$ cat config.mk
export PLATFORM = sky130hd
export DESIGN_NAME = lcd_text_writer_flat
export DESIGN_NICKNAME = d
export VERILOG_FILES = /design/src/rtl/lcd_text_writer_if.sv /design/src/rtl/lcd_text_writer.sv /design/src/flat_wrapper.sv
export SDC_FILE = /design/constraint.sdc
export NUM_CORES = 1
export LEC_CHECK = 0
export ABC_AREA = 1
export BUFFER_PORTS_ARGS = -buffer_cell sky130_fd_sc_hd__buf_2
export CAP_MARGIN = 20
export CORE_UTILIZATION = 55
export DETAILED_ROUTE_END_ITERATION = 8
export GPL_TIMING_DRIVEN = 0
export PLACE_DENSITY = 0.87
export SLEW_MARGIN = 40
export SYNTH_ARGS = -nofsm -noshare
export SYNTH_HDL_FRONTEND = slang
export SYNTH_SLANG_ARGS = --single-unit
$ cat constraint.sdc
create_clock -name clock -period 3.62 [get_ports clock]
set_input_delay 0.724 -clock clock [delete_from_list [all_inputs] [get_ports clock]]
set_output_delay 0.724 -clock clock [all_outputs]
set_load 0.01 [all_outputs]
$ cat src/rtl/lcd_text_writer_if.sv
`default_nettype none
// ============================================================================
// Module   : lcd_text_writer_if
// Purpose  : Requester, clear-control and character-RAM write signals.
// Revision : 1.0  initial release
// ============================================================================
interface lcd_text_writer_if;
  logic       a_req;
  logic [6:0] a_column;
  logic [5:0] a_row;
  logic [6:0] a_character;
  logic       a_ack;

  logic       b_req;
  logic [6:0] b_column;
  logic [5:0] b_row;
  logic [6:0] b_character;
  logic       b_ack;

  logic        clear_req;
  logic        clear_busy;
  logic        ram_we;
  logic [12:0] ram_address;
  logic [6:0]  ram_data;

  modport master (
    output a_req, a_column, a_row, a_character,
    output b_req, b_column, b_row, b_character,
    output clear_req,
    input  a_ack, b_ack, clear_busy, ram_we, ram_address, ram_data
  );

  modport slave (
    input  a_req, a_column, a_row, a_character,
    input  b_req, b_column, b_row, b_character,
    input  clear_req,
    output a_ack, b_ack, clear_busy, ram_we, ram_address, ram_data
  );
endinterface
`default_nettype wire

$ cat src/rtl/lcd_text_writer.sv
`default_nettype none
// ============================================================================
// Module   : lcd_text_writer
// Purpose  : Two-requester character-RAM writer with round-robin arbitration
//            and a row-major full-screen clear engine.
// Revision : 1.0  initial release
// ============================================================================
module lcd_text_writer #(
  parameter int         COLUMNS    = 80,
  parameter int         ROWS       = 30,
  parameter logic [6:0] CLEAR_CHAR = 7'h20
) (
  input  logic              clock,
  input  logic              reset_n,
  lcd_text_writer_if.slave  bus
);

  typedef enum logic [0:0] {
    IDLE  = 1'b0,
    CLEAR = 1'b1
  } state_t;

  localparam logic [7:0] COLUMNS_W   = 8'(COLUMNS);
  localparam logic [6:0] ROWS_W      = 7'(ROWS);
  localparam logic [6:0] LAST_COLUMN = 7'(COLUMNS - 1);
  localparam logic [5:0] LAST_ROW    = 6'(ROWS - 1);

  state_t      state_q, state_d;
  logic        ram_we_q, ram_we_d;
  logic [12:0] ram_address_q, ram_address_d;
  logic [6:0]  ram_data_q, ram_data_d;
  logic        a_ack_q, a_ack_d;
  logic        b_ack_q, b_ack_d;
  logic        clear_busy_q, clear_busy_d;
  logic        prefer_b_q, prefer_b_d;
  logic [6:0]  column_q, column_d;
  logic [5:0]  row_q, row_d;

  logic       a_eligible, b_eligible;
  logic       a_in_range, b_in_range;
  logic       grant_a, grant_b;
  logic       last_cell;
  logic [6:0] column_next;
  logic [5:0] row_next;

  // A requester whose ack is on this cycle is finishing, not asking again.
  assign a_eligible = bus.a_req & ~a_ack_q;
  assign b_eligible = bus.b_req & ~b_ack_q;

  assign a_in_range = ({1'b0, bus.a_column} < COLUMNS_W) && ({1'b0, bus.a_row} < ROWS_W);
  assign b_in_range = ({1'b0, bus.b_column} < COLUMNS_W) && ({1'b0, bus.b_row} < ROWS_W);

  assign grant_a = (state_q == IDLE) && !bus.clear_req && a_eligible
                   && (!b_eligible || !prefer_b_q);
  assign grant_b = (state_q == IDLE) && !bus.clear_req && b_eligible
                   && (!a_eligible || prefer_b_q);

  assign last_cell = (column_q == LAST_COLUMN) && (row_q == LAST_ROW);

  always_comb begin
    column_next = column_q + 7'd1;
    row_next    = row_q;
    if (column_q == LAST_COLUMN) begin
      column_next = 7'd0;
      row_next    = row_q + 6'd1;
    end
  end

  always_comb begin
    state_d       = state_q;
    ram_we_d      = 1'b0;
    ram_address_d = ram_address_q;
    ram_data_d    = ram_data_q;
    a_ack_d       = 1'b0;
    b_ack_d       = 1'b0;
    clear_busy_d  = 1'b0;
    prefer_b_d    = prefer_b_q;
    column_d      = column_q;
    row_d         = row_q;

    case (state_q)
      IDLE: begin
        if (bus.clear_req) begin
          state_d       = CLEAR;
          ram_we_d      = 1'b1;
          clear_busy_d  = 1'b1;
          ram_address_d = 13'd0;
          ram_data_d    = CLEAR_CHAR;
          column_d      = 7'd0;
          row_d         = 6'd0;
        end else if (grant_a) begin
          a_ack_d    = 1'b1;
          prefer_b_d = 1'b1;
          if (a_in_range) begin
            ram_we_d      = 1'b1;
            ram_address_d = {bus.a_row, bus.a_column};
            ram_data_d    = bus.a_character;
          end
        end else if (grant_b) begin
          b_ack_d    = 1'b1;
          prefer_b_d = 1'b0;
          if (b_in_range) begin
            ram_we_d      = 1'b1;
            ram_address_d = {bus.b_row, bus.b_column};
            ram_data_d    = bus.b_character;
          end
        end
      end

      CLEAR: begin
        // column_q/row_q name the cell whose write is on the outputs now.
        if (last_cell) begin
          state_d  = IDLE;
          column_d = 7'd0;
          row_d    = 6'd0;
        end else begin
          column_d      = column_next;
          row_d         = row_next;
          ram_we_d      = 1'b1;
          clear_busy_d  = 1'b1;
          ram_address_d = {row_next, column_next};
          ram_data_d    = CLEAR_CHAR;
        end
      end

      default: state_d = IDLE;
    endcase
  end

  always_ff @(posedge clock or negedge reset_n) begin
    if (!reset_n) begin
      state_q       <= IDLE;
      ram_we_q      <= 1'b0;
      ram_address_q <= 13'd0;
      ram_data_q    <= 7'd0;
      a_ack_q       <= 1'b0;
      b_ack_q       <= 1'b0;
      clear_busy_q  <= 1'b0;
      prefer_b_q    <= 1'b0;
      column_q      <= 7'd0;
      row_q         <= 6'd0;
    end else begin
      state_q       <= state_d;
      ram_we_q      <= ram_we_d;
      ram_address_q <= ram_address_d;
      ram_data_q    <= ram_data_d;
      a_ack_q       <= a_ack_d;
      b_ack_q       <= b_ack_d;
      clear_busy_q  <= clear_busy_d;
      prefer_b_q    <= prefer_b_d;
      column_q      <= column_d;
      row_q         <= row_d;
    end
  end

  assign bus.ram_we      = ram_we_q;
  assign bus.ram_address = ram_address_q;
  assign bus.ram_data    = ram_data_q;
  assign bus.a_ack       = a_ack_q;
  assign bus.b_ack       = b_ack_q;
  assign bus.clear_busy  = clear_busy_q;

endmodule
`default_nettype wire
$ cat src/flat_wrapper.sv
// flat-port wrapper written by rule: the top's interface ports become plain ports
module lcd_text_writer_flat 
#(
  parameter int         COLUMNS    = 80,
  parameter int         ROWS       = 30,
  parameter logic [6:0] CLEAR_CHAR = 7'h20
)
  (clock, reset_n, bus_a_req, bus_a_column, bus_a_row, bus_a_character, bus_b_req, bus_b_column, bus_b_row, bus_b_character, bus_clear_req, bus_a_ack, bus_b_ack, bus_clear_busy, bus_ram_we, bus_ram_address, bus_ram_data);
  lcd_text_writer_if bus_i ();
  input  logic clock;
  input  logic reset_n;
  input wire logic [$bits(bus_i.a_req)-1:0] bus_a_req;
  input wire logic [$bits(bus_i.a_column)-1:0] bus_a_column;
  input wire logic [$bits(bus_i.a_row)-1:0] bus_a_row;
  input wire logic [$bits(bus_i.a_character)-1:0] bus_a_character;
  input wire logic [$bits(bus_i.b_req)-1:0] bus_b_req;
  input wire logic [$bits(bus_i.b_column)-1:0] bus_b_column;
  input wire logic [$bits(bus_i.b_row)-1:0] bus_b_row;
  input wire logic [$bits(bus_i.b_character)-1:0] bus_b_character;
  input wire logic [$bits(bus_i.clear_req)-1:0] bus_clear_req;
  output wire logic [$bits(bus_i.a_ack)-1:0] bus_a_ack;
  output wire logic [$bits(bus_i.b_ack)-1:0] bus_b_ack;
  output wire logic [$bits(bus_i.clear_busy)-1:0] bus_clear_busy;
  output wire logic [$bits(bus_i.ram_we)-1:0] bus_ram_we;
  output wire logic [$bits(bus_i.ram_address)-1:0] bus_ram_address;
  output wire logic [$bits(bus_i.ram_data)-1:0] bus_ram_data;
  assign bus_i.a_req = bus_a_req;
  assign bus_i.a_column = bus_a_column;
  assign bus_i.a_row = bus_a_row;
  assign bus_i.a_character = bus_a_character;
  assign bus_i.b_req = bus_b_req;
  assign bus_i.b_column = bus_b_column;
  assign bus_i.b_row = bus_b_row;
  assign bus_i.b_character = bus_b_character;
  assign bus_i.clear_req = bus_clear_req;
  assign bus_a_ack = bus_i.a_ack;
  assign bus_b_ack = bus_i.b_ack;
  assign bus_clear_busy = bus_i.clear_busy;
  assign bus_ram_we = bus_i.ram_we;
  assign bus_ram_address = bus_i.ram_address;
  assign bus_ram_data = bus_i.ram_data;
  lcd_text_writer #(.COLUMNS(COLUMNS), .ROWS(ROWS), .CLEAR_CHAR(CLEAR_CHAR)) u_core (.clock(clock), .reset_n(reset_n), .bus(bus_i));
endmodule
Word level (Yosys, flattened, before mapping)
Cells that the tools add are included.
{"block": "classes", "add_sub_neg": 2, "multipliers": 0, "div_mod_pow": 0, "order_cmp": 4, "n_eq_ne": 7, "shift": 0, "n_mux": 40, "bitwise_logic": 6, "n_reduce_logical": 17}
{"op": "13-bit two-way mux", "count": 6}
{"op": "7-bit two-way mux", "count": 9}
{"op": "7-bit one-hot mux with 2 select lines", "count": 2}
{"op": "13-bit one-hot mux with 2 select lines", "count": 1}
{"op": "6-bit two-way mux", "count": 3}
{"op": "1-bit two-way mux", "count": 16}
{"op": "7-bit less-than comparator, second input constant", "count": 2}
{"op": "6-bit by 5-bit less-than comparator with 1-bit output, second input constant", "count": 2}
{"op": "6-bit one-hot mux with 2 select lines", "count": 1}
{"op": "1-bit logical AND", "count": 8}
{"op": "4-bit by 2-bit inequality test with 1-bit output, second input constant", "count": 2}
{"op": "7-bit by 1-bit adder with 7-bit output, second input constant", "count": 1}
{"op": "7-bit == test, second input constant", "count": 1}
{"op": "6-bit by 1-bit adder with 6-bit output, second input constant", "count": 1}
{"op": "6-bit by 5-bit == test with 1-bit output, second input constant", "count": 1}
{"op": "1-bit zero test", "count": 4}
{"op": "2-bit inequality test, second input constant", "count": 2}
{"op": "4-bit by 3-bit inequality test with 1-bit output, second input constant", "count": 1}
{"op": "1-bit inverter", "count": 4}
{"op": "1-bit one-hot mux with 2 select lines", "count": 2}
{"op": "4-bit AND reduction", "count": 1}
{"op": "3-bit AND reduction", "count": 1}
{"op": "1-bit bitwise AND", "count": 2}
{"op": "1-bit logical OR", "count": 2}
{"op": "2-bit nonzero test", "count": 1}
{"block": "word_totals", "register_bits": 38, "latch_bits": 0, "ramBits": 0, "romBits": 0, "in_bits": 45, "output_inout_bits": 24, "memories": 0}

Depth between registers and ports, before layout
Gate-level depths: netlist of the first run.
{"block": "logic_depth", "word_depth": 9, "ltp_mapped": 11, "depth_no_buf": 10}

Least setup slack after synthesis of the first run
Ideal clock, no wire load.
{"block": "synth_path", "path_type": "input -> register", "start": "input port bus_clear_req", "end": "register u_core.ram_address_q[10], in the netlist u_core.bus.ram_address[10]", "setup_time_ps": 123, "arrival_ps": 1686, "required_ps": 3497, "slack_ps": 1811, "cell_stages": 10, "path_buffers": 2, "cell_sequence": "nor2_4 -> inv_2 -> nor2_1 -> nand2_1 -> buf_2 -> nand3_2 -> nand2_2 -> buf_2 -> o21ai_0 -> nand2_1"}
{"block": "synth_between", "elab_chain_cells": 7}
{"element": "start, declared", "line": "flat_wrapper.sv:20", "source": "input wire logic [$bits(bus_i.clear_req)-1:0] bus_clear_req;"}
{"element": "1-bit zero test", "line": "lcd_text_writer.sv:53, lcd_text_writer.sv:55"}
{"element": "1-bit logical AND", "line": "lcd_text_writer.sv:53, lcd_text_writer.sv:55"}
{"element": "1-bit logical AND", "line": "lcd_text_writer.sv:53", "source": "assign grant_a = (state_q == IDLE) && !bus.clear_req && a_eligible"}
{"element": "1-bit logical AND", "line": "lcd_text_writer.sv:54", "source": "&& (!b_eligible || !prefer_b_q);"}
{"element": "13-bit two-way mux", "line": "lcd_text_writer.sv:91", "source": "end else if (grant_a) begin"}
{"element": "13-bit two-way mux", "line": "lcd_text_writer.sv:83", "source": "if (bus.clear_req) begin"}
{"element": "13-bit one-hot mux with 2 select lines", "line": "lcd_text_writer.sv:81", "source": "case (state_q)"}
{"element": "end signal, assigned", "line": "lcd_text_writer.sv:145", "source": "ram_address_q <= ram_address_d;"}
{"element": "end, declared", "line": "lcd_text_writer.sv:30", "source": "logic [12:0] ram_address_q, ram_address_d;"}
Parallel ways exist; a longest one is shown, timed or not.
A chain may end at the register's enable or synchronous reset.

Final worst setup path of the first run
{"block": "layout_path", "start": "input port bus_clear_req", "end": "register u_core.ram_address_q[5], in the netlist u_core.bus.ram_address[5]"}
Same word-level chain as after synthesis.

==> results.toml, run 1 <==
[outcome]
status = "finished clean"

[drt]
drt_first_pass_iters = 5
drt-wirelength-per-cell_um = 12.14
avgViaCountPerCell = 5.141
drt-total-wl_mm = 5.342
ant_nets = 0
num_vias = 2262
drc = 0
drt_iter0_drc = 160

[synthesis]
synth_cells = 316
ys_types = 19
syn_nets = 364
synth_warnings = 0
netlist_top_cells_area = "dfrtp_1 (44%), nand2_1 (22%), o21ai_0 (8.5%)"
seq_area_frac_synth = 0.4355
ys_seq_elements = 38
synth_area_per_cell_um2 = 6.909
synth_top_area_share = 0.4355
syn_area_mm2 = 0.002183
synth_top_area_cell = "dfrtp_1"

[place]
postPlaceCellArea_mm2 = 0.002584
gp_congestion = 0.9254
hpwl_mm = 4.006
pre_cts_ws_ns = 1.380
io_buffers = 68

[clock_network]
clk_pin_slew_ns = 0.08
clk_latency_ns = 0.29
cts_setup_buffers = 0
htree_levels = 2
clkSinkCount = 38
cts_made_buffers = 5
cts_resized = 0
cts_max_path_buffers = 2
tritoncts = "done"
cts_hold_buf = 0
clockRootBuffer = "clkbuf_8"

[layout]
diodes = 0
drive_above_1_share = 0.2372
finalInstanceArea_mm2 = 0.002729
area_delta_synth_final_pct = 24.99
layout.nets = 439
final_cell_mix = "nand2_1 (126), buf_2 (76), dfrtp_1 (38)"
utilization = 0.7289
final_common_cell = "nand2_1"

[sta]
rsz0062_at_grt = "false"
fin_crit_sh = 0.5435
max_slew_margin = 0.6815
finClkSkew_ns = 0.006678
fin_ws_ns = 1.653
setup_tns_ns = 0
fin_crit_ns = 1.967
setup_viol_count_final = 0
tightest_slew_ns = 0.4778
fmax_mhz = 508.3
whs_ns = 0.3810
hold_viol = 0
slew_viol_final = 0

[setup_path]
required_ns = 3.79
cp-start-kind = "input pin"
ff2ff_path_depth = 10
path_class = "in -> reg"
cp.arrival_ns = 2.14
crit_path_end_kind = "flop"
worstPathMaxFanout = 10

[pwr]
vdd_drop_max_mv = 0.3410
power.density_mw_per_mm2 = 608.0
p_leak_nw = 1.622

[run]
drv_cap = 0

[global_route]
grt_max_degree = 39
grt-busiest-layer = "met2"
antenna_found_initial = 0
grt_overflow_total = 0
grt_pass1_vias = 2003
grt_util_met1 = 0.3943
grt_use_total = 0.2798
grt_first_pass_wirelength_mm = 9.032
use_met2 = 0.4453
grtUsageMet3 = 0.04225

[floorplan]
core_mm2 = 0.003744
initial_core_util = 0.5832
rows = 22
die_w_um = 65.01
die-area_mm2 = 0.004226
fp.dieH_um = 65.01
io_pins = 69

[hold_path]
hold_class = "in -> async"
[synth_stat cells]
cell        n
dfrtp_1    38
clkbuf_1    4
buf_2       9
nand4_1     5
a21oi_1     2
nor2_4      1
nand3_1    24
o21ai_0    37
buf_4       2
inv_2       1
ha_1        3
nand2_1   126
nand2_2     1
o21ai_1    15
nor2_1     10
nor2_2      2
inv_1      30
nand3_2     1
o22ai_1     5
[final timing paths]
path / startpoint / endpoint / slack (ns)
max in group asynchronous: reset_n / u_core.bus.ram_address[4] / 2.90
min in group clock: u_core.bus.ram_address[11] / u_core.bus.ram_address[11] / 0.48
min reg2reg: u_core.bus.ram_address[11] / u_core.bus.ram_address[11] / 0.48
max: bus_clear_req / u_core.bus.ram_address[5] / 1.65
max reg2reg: u_core.state_q / u_core.bus.ram_address[5] / 1.74
min: reset_n / u_core.row_q[0] / 0.38
[metrics by stage]
step | total power (W) | instances
3_3_place_gp | 0.001179 | 432
4_1_cts | 0.001656 | 440
2_1_floorplan | 0.001012 | 316
3_5_place_dp | 0.001206 | 432
5_1_grt | 0.001791 | 440
6_report | 0.001659 | 440
[cells by family (layout without fill, tap and decap cells)]
kind of cell | Yosys count | after routing | share of synthesized area
buffers and inverters | 46 | 122 | 0.08767
AO/OA/AOI/OAI | 59 | 59 | 0.1381
AND/OR/NAND/NOR | 170 | 170 | 0.3215
flip-flops | 38 | 38 | 0.4355
adder cells (fa/ha/maj) | 3 | 3 | 0.01719
[registers in the layout (all words and copies together) (netlist names)]
| register | flops |
|---|---|
| u_core.bus.a_ack | 1 |
| u_core.bus.b_ack | 1 |
| u_core.bus.ram_address | 13 |
| u_core.bus.ram_data | 7 |
| u_core.bus.ram_we | 1 |
| u_core.column_q | 7 |
| u_core.prefer_b_q | 1 |
| u_core.row_q | 6 |
| u_core.state_q | 1 |
[where the power goes]
group / internal (W) / total, W / switching, W
combinational: 0.000215 / 0.000537 / 0.000322
sequential: 0.000566 / 0.000675 / 0.000110
clock: 0.000294 / 0.000447 / 0.000153
[critical path, stage by stage]
cell	delay, ns
buf_2	0.11
nor2_4	0.16
inv_2	0.09
nor2_1	0.09
nand2_1	0.06
buf_2	0.18
clkbuf_1	0.19
o21ai_0	0.25
nand2_1	0.12
nand2_1	0.10
nand2_1	0.06
[layout make-up]
cell class,count,area (µm²)
multi-input cells,232,1041
fillers,319,1015
flip-flops and latches,38,950.9
repair buffers,68,342.8
inverters,31,116.4
clock buffers,6,82.58
plain buffers,15,75.07
clock inverters,2,60.06
well taps,48,60.06
[routing by layer]
| metal | routed length (µm) | share of wire |
|---|---|---|
| met1 | 2432 | 0.46 |
| met2 | 2539 | 0.48 |
| met3 | 321 | 0.060 |
| met4 | 48 | 0.0090 |
| met5 | 0 | 0 |
(Power assumes the default switching activity.)
==> inputs of run 2 (changes only) <==
--- a/config.mk
+++ b/config.mk
@@ -5,13 +5,13 @@
 export SDC_FILE = /design/constraint.sdc
 export NUM_CORES = 1
 export LEC_CHECK = 0
-export ABC_AREA = 1
+export ABC_AREA = 0
 export BUFFER_PORTS_ARGS = -buffer_cell sky130_fd_sc_hd__buf_2
 export CAP_MARGIN = 20
-export CORE_UTILIZATION = 55
+export CORE_UTILIZATION = 51
 export DETAILED_ROUTE_END_ITERATION = 8
 export GPL_TIMING_DRIVEN = 0
-export PLACE_DENSITY = 0.87
+export PLACE_DENSITY = 0.82
 export SLEW_MARGIN = 40
 export SYNTH_ARGS = -nofsm -noshare
 export SYNTH_HDL_FRONTEND = slang
==> constraint.sdc (replaced) <==
create_clock -name clock -period 2 [get_ports clock]
set_input_delay 0.4 -clock clock [delete_from_list [all_inputs] [get_ports clock]]
set_output_delay 0.4 -clock clock [all_outputs]
set_load 0.01 [all_outputs]
==> run 2 against run 1 <==
  * The run now ends with negative setup slack left
  * Clock skew fell by 0.0017 ns
  * Routed wire length is 16% higher
  * Sequential cell count did not move
  * Setup slack got worse by 1.9 ns
==> results.toml, run 2 <==
[layout]
diodes = 0
drive_above_1_share = 0.3786
area_delta_synth_final_pct = 25.53
layout.nets = 356
final_cell_mix = "buf_2 (69), dfrtp_1 (37), nand2_1 (34)"
largest_register_ffs = 13
final_common_cell = "buf_2"
fill_cells = 337
utilization = 0.6817

[hold_path]
hold_class = "in -> async"

[synthesis]
yosys_most_used_dff = "dfrtp_1"
syn_nets = 277
synthArstFlopShare = 1.000
synth.most_common_cell = "dfrtp_1"
synth_top_area_cell = "dfrtp_1"
synth_area_per_cell_um2 = 9.758
syn_area_mm2 = 0.002235
synth_top_area_share = 0.4255
seq_area_frac_synth = 0.4255
synth_warnings = 0
netlist_top_cells_area = "dfrtp_1 (43%), mux2_4 (13%), nand2_1 (5.7%)"
synth_cells = 229
ys_seq_elements = 38
ys_types = 44
synth-edff-count = 0
synth_common_cells = "dfrtp_1 (38), nand2_1 (34), mux2_4 (19), nand3_1 (17), o21ai_0 (12)"

[clock_network]
htree_levels = 2
clockRootBuffer = "clkbuf_8"
tritoncts = "done"
cts_hold_buf = 0
clk_pin_slew_ns = 0.08
clk_latency_ns = 0.30
cts_made_buffers = 5
clkSinkCount = 38
cts_max_path_buffers = 2

[setup_path]
required_ns = 2.18
path_class = "reg -> reg"
cp_cell_sequence = "or4b_4 > a21o_1 > o311a_1 > a21o_1 > buf_6 > mux2_4"
slowest_stage = "or4b_4"
cp-start-kind = "flop"
cpLargestDelayFamily = "compound AO/OA/AOI/OAI gates"
crit_path_end_kind = "flop"
critPathBufInv = 1
crit_top_cell = "a21o_1"
cpPeakStageDelay_ns = 0.52
worstPathMaxFanout = 10
cp.arrival_ns = 2.42

[sta]
setup_viol_count_final = 19
rsz0062_at_grt = "true"
tightest_slew_ns = 0.4792
hold_viol = 0
finClkSkew_ns = 0.004954
fmax_mhz = 448.2
max_slew_margin = 0.6805
whs_ns = 0.05884
fin_crit_sh = 1.116
slew_viol_final = 0
fin_ws_ns = -0.2312
fin_crit_ns = 2.231

[drt]
num_vias = 2116
avgViaCountPerCell = 5.894
drt_first_pass_iters = 4
ant_nets = 0
drt-total-wl_mm = 6.200
drc = 0
drt-wirelength-per-cell_um = 17.27
drt_iter0_drc = 181

[floorplan]
core_mm2 = 0.004115
die_w_um = 68.20
fp.dieH_um = 68.20
die-area_mm2 = 0.004651
io_pins = 69
initial_core_util = 0.5430
rows = 23

[pwr]
vdd_drop_max_mv = 0.7275
power.density_mw_per_mm2 = 987.9
p_leak_nw = 1.395

[global_route]
grt_first_pass_wirelength_mm = 9.439
grt_use_total = 0.2815
grt_max_degree = 39
antenna_found_initial = 0
grt_pass1_vias = 1947
grt_overflow_total = 0

[place]
hpwl_mm = 4.288
gp_congestion = 0.8891
io_buffers = 68

[outcome]
violations = "negative setup slack"
status = "finished, violations left"

[run]
drv_cap = 0
[run 2: area by class of cell]
cell class / count / area [µm²] / share of cell area
Clock inverter: 2 / 12.51 / 0.004460
Inverter: 6 / 26.28 / 0.009367
Clock buffer: 6 / 82.58 / 0.02944
Timing Repair Buffer: 72 / 372.9 / 0.1329
Sequential cell: 38 / 952.2 / 0.3394
Buffer: 13 / 77.57 / 0.02765
Tap cell: 50 / 62.56 / 0.02230
Multi-Input combinational cell: 172 / 1219 / 0.4344
[run 2: what timing repair did]
action / 4_1_cts / 5_1_grt
gates resized for setup: 7 / 11
pin swaps: 1 / 0
buffers inserted: 4 / 0
cloned: 0 / 0
setup endpoints to repair: 26 / 27
[run 2: per-layer routing]
layer / part of all wire / global-route usage / up-vias
li1: - / - / 992
met1: 0.43 / 0.3685 / 1001
met2: 0.49 / 0.4449 / 111
met3: 0.066 / 0.06667 / 12
met4: 0.015 / 0.1120 / 0
met5: 0 / 0 / -
[run 2: per-stage QoR]
step | std cells | area (µm²) | total power (W) | TNS [ns] | setup slack [ns]
4_1_cts | 359 | 2786 | 0.002727 | -3.366 | -0.1885
2_1_floorplan | 229 | 2235 | 0.001842 | -2.554 | -0.1357
5_1_grt | 359 | 2805 | 0.002951 | -4.604 | -0.2561
3_5_place_dp | 347 | 2640 | 0.002159 | -11.36 | -0.5648
6_report | 359 | 2805 | 0.002771 | -4.136 | -0.2312
3_3_place_gp | 347 | 2638 | 0.002118 | -9.632 | -0.4980
[run 2: worst reg2reg max path: cells and delay by family, from the launching register on]
kind | cells | cell delay [ns]
compound gates | 3 | 0.71
simple gates | 1 | 0.52
flops | 1 | 0.41
mux | 1 | 0.31
buf+inv | 1 | 0.17
[run 2: power by group]
group / internal (W) / switching (W) / total (W)
sequential: 0.000972 / 0.000186 / 0.00116
clock: 0.000277 / 0.000294 / 0.000572
combinational: 0.000553 / 0.000489 / 0.00104
[run 2: final timing paths]
kind | start | endpoint | slack [ns] | depth (start not counted)
min in group clock | bus_clear_req | u_core.row_q[0] | 0.39 | 2
setup / recovery | u_core.state_q | u_core.bus.ram_data[5] | -0.23 | 6
hold reg to reg | u_core.bus.ram_address[3] | u_core.bus.ram_address[3] | 0.51 | 1
hold / removal | reset_n | u_core.bus.ram_address[6] | 0.06 | 1
setup reg to reg | u_core.state_q | u_core.bus.ram_data[5] | -0.23 | 6
max in group asynchronous | reset_n | u_core.column_q[0] | 1.59 | 1
[run 2: kinds of logic after synthesis]
kind of cell             share of synthesized area
AND/OR/NAND/NOR                             0.2167
XOR/XNOR                                   0.02352
multiplexers                                0.1366
AO/OA/AOI/OAI                               0.1417
buffers and inverters                      0.03919
adder cells (fa/ha/maj)                    0.01680
flip-flops                                  0.4255
==> inputs of run 3 (changes only) <==
--- a/config.mk
+++ b/config.mk
@@ -7,11 +7,12 @@
 export LEC_CHECK = 0
 export ABC_AREA = 0
 export BUFFER_PORTS_ARGS = -buffer_cell sky130_fd_sc_hd__buf_2
-export CAP_MARGIN = 20
-export CORE_UTILIZATION = 51
+export CELL_PAD_IN_SITES_DETAIL_PLACEMENT = 0
+export CELL_PAD_IN_SITES_GLOBAL_PLACEMENT = 1
+export CORE_UTILIZATION = 38
 export DETAILED_ROUTE_END_ITERATION = 8
 export GPL_TIMING_DRIVEN = 0
-export PLACE_DENSITY = 0.82
+export PLACE_DENSITY = 0.81
 export SLEW_MARGIN = 40
 export SYNTH_ARGS = -nofsm -noshare
 export SYNTH_HDL_FRONTEND = slang
==> run 3 against run 2 <==
  * The run still ends with negative setup slack left
  * Power is 4.7% higher
  * Die area is 33% higher
  * Combinational power hardly changed
  * Utilization is 15 points lower
  * Sequential share of layout area is 1.5 points lower
  * Sequential cell count stayed put
  * Sequential power hardly changed
  * Largest cell class unchanged
==> results.toml, run 3 (synthesized netlist as in run 2, its figures left out) <==
[outcome]
status = "finished, violations left"
violations = "negative setup slack"

[sta]
fmax_mhz = 453.8
fin_crit_ns = 2.204
tightest_slew_ns = 0.5005
whs_ns = 0.05900
max_slew_margin = 0.6664
fin_crit_sh = 1.102
rsz0062_at_grt = "true"
finClkSkew_ns = 0.01243
hold_viol = 0
fin_ws_ns = -0.2036
setup_viol_count_final = 19
slew_viol_final = 0

[pwr]
clock_power_share = 0.231
power.density_mw_per_mm2 = 987.7
finalPower_w = 0.002902
vdd_drop_max_mv = 0.4007
switching_power_w = 0.0009671
p_comb_frac = 0.359
p_leak_nw = 1.430
netSwitchingFraction = 0.3333
intPower_w = 0.001935
pwr-share-seq = 0.410

[clock_network]
clockRootBuffer = "clkbuf_8"
clk_latency_ns = 0.30
clkSinkCount = 38
cts_hold_buf = 0
tritoncts = "done"
cts_max_path_buffers = 2
clk_pin_slew_ns = 0.09
htree_levels = 2
cts_made_buffers = 5

[floorplan]
rows = 27
die-area_mm2 = 0.006191
initial_core_util = 0.4009
die_w_um = 78.69
core_mm2 = 0.005574
fp.dieH_um = 78.69
io_pins = 69

[layout]
final_common_cell = "buf_2"
final_cell_mix = "buf_2 (69), dfrtp_1 (37), nand2_1 (34)"
drive_above_1_share = 0.3994
layout.nets = 360
area_delta_synth_final_pct = 31.47
largest_register_ffs = 13
diodes = 0

[global_route]
grt_overflow_total = 0
grt_use_total = 0.2131
antenna_found_initial = 0
grt_first_pass_wirelength_mm = 10.03
grt_pass1_vias = 1980
grt_max_degree = 39

[setup_path]
worstPathMaxFanout = 10
path_class = "reg -> reg"
cp-start-kind = "flop"
required_ns = 2.18
cp.arrival_ns = 2.38
crit_path_end_kind = "flop"

[place]
io_buffers = 68
hpwl_mm = 4.555
gp_congestion = 0.8181
pre_cts_ws_ns = -0.5130

[drt]
avgViaCountPerCell = 5.247
num_vias = 2020
drt-wirelength-per-cell_um = 16.63
ant_nets = 0
drt_first_pass_iters = 4
drt-total-wl_mm = 6.401
drc = 0
drt_iter0_drc = 79

[run]
drv_cap = 0

[hold_path]
hold_class = "in -> async"
==> run 3: worst paths after layout <==
check,startpoint,to,slack [ns],cells past startpoint
hold / removal,reset_n,u_core.bus.ram_address[2],0.06,1
setup / recovery,u_core.state_q,u_core.bus.ram_address[8],-0.20,6
hold reg to reg,u_core.bus.ram_address[9],u_core.bus.ram_address[9],0.51,1
max in group asynchronous,reset_n,u_core.column_q[0],1.58,1
setup reg to reg,u_core.state_q,u_core.bus.ram_address[8],-0.20,6
min in group clock,bus_clear_req,u_core.row_q[0],0.38,2
==> run 3: what timing repair did <==
action                                  in CTS  in global routing
resized for setup                           10                 13
buffers inserted                             7                  2
pin swaps                                    1                  0
gates cloned                                 0                  1
endpoints found under the setup margin      26                 26
==> run 3: power groups by stage <==
| stage | clock network, W | logic, W | registers [W] |
|---|---|---|---|
| 2_1_floorplan | 0 | 0.000678 | 0.00116 |
| 3_3_place_gp | 0 | 0.000995 | 0.00114 |
| 3_5_place_dp | 0 | 0.00101 | 0.00115 |
| 4_1_cts | 0.000686 | 0.00104 | 0.00114 |
| 5_1_grt | 0.000721 | 0.00116 | 0.00122 |
| 6_report | 0.000670 | 0.00104 | 0.00119 |
==> run 3: critical path: stages (launching register included) <==
cell	delay [ns]
dfrtp_1	0.39
or4b_4	0.51
a21o_1	0.18
o311a_1	0.32
a21o_4	0.23
buf_12	0.16
mux2_4	0.30
==> run 3: metrics by stage <==
stage / instances / setup TNS (ns) / instance area (µm²) / utilization
2_1_floorplan: 229 / -2.554 / 2235 / -
6_report: 385 / -3.494 / 2938 / 0.5270
5_1_grt: 385 / -4.210 / 2938 / 0.5270
3_3_place_gp: 369 / -10.49 / 2665 / 0.4781
3_5_place_dp: 369 / -10.60 / 2668 / 0.4786
4_1_cts: 384 / -3.302 / 2863 / 0.5136
==> run 3: per-layer routing <==
metal | part of all wire | track usage | vias up | routed length (µm)
met5 | 0 | 0 | - | 0
met4 | 0.0098 | 0.05370 | 0 | 63
met3 | 0.058 | 0.05581 | 5 | 372
met2 | 0.48 | 0.3513 | 61 | 3062
met1 | 0.45 | 0.2757 | 962 | 2903
li1 | - | - | 992 | -
==> run 3: cell type report <==
| type | instances | area, µm² |
|---|---|---|
| plain buffers | 11 | 78.83 |
| clock buffers | 5 | 68.82 |
| clock inverters | 3 | 45.04 |
| fillers | 521 | 2636 |
| inverters | 6 | 26.28 |
| multi-input cells | 172 | 1241 |
| flip-flops and latches | 38 | 952.2 |
| well taps | 72 | 90.09 |
| repair buffers | 78 | 435.4 |
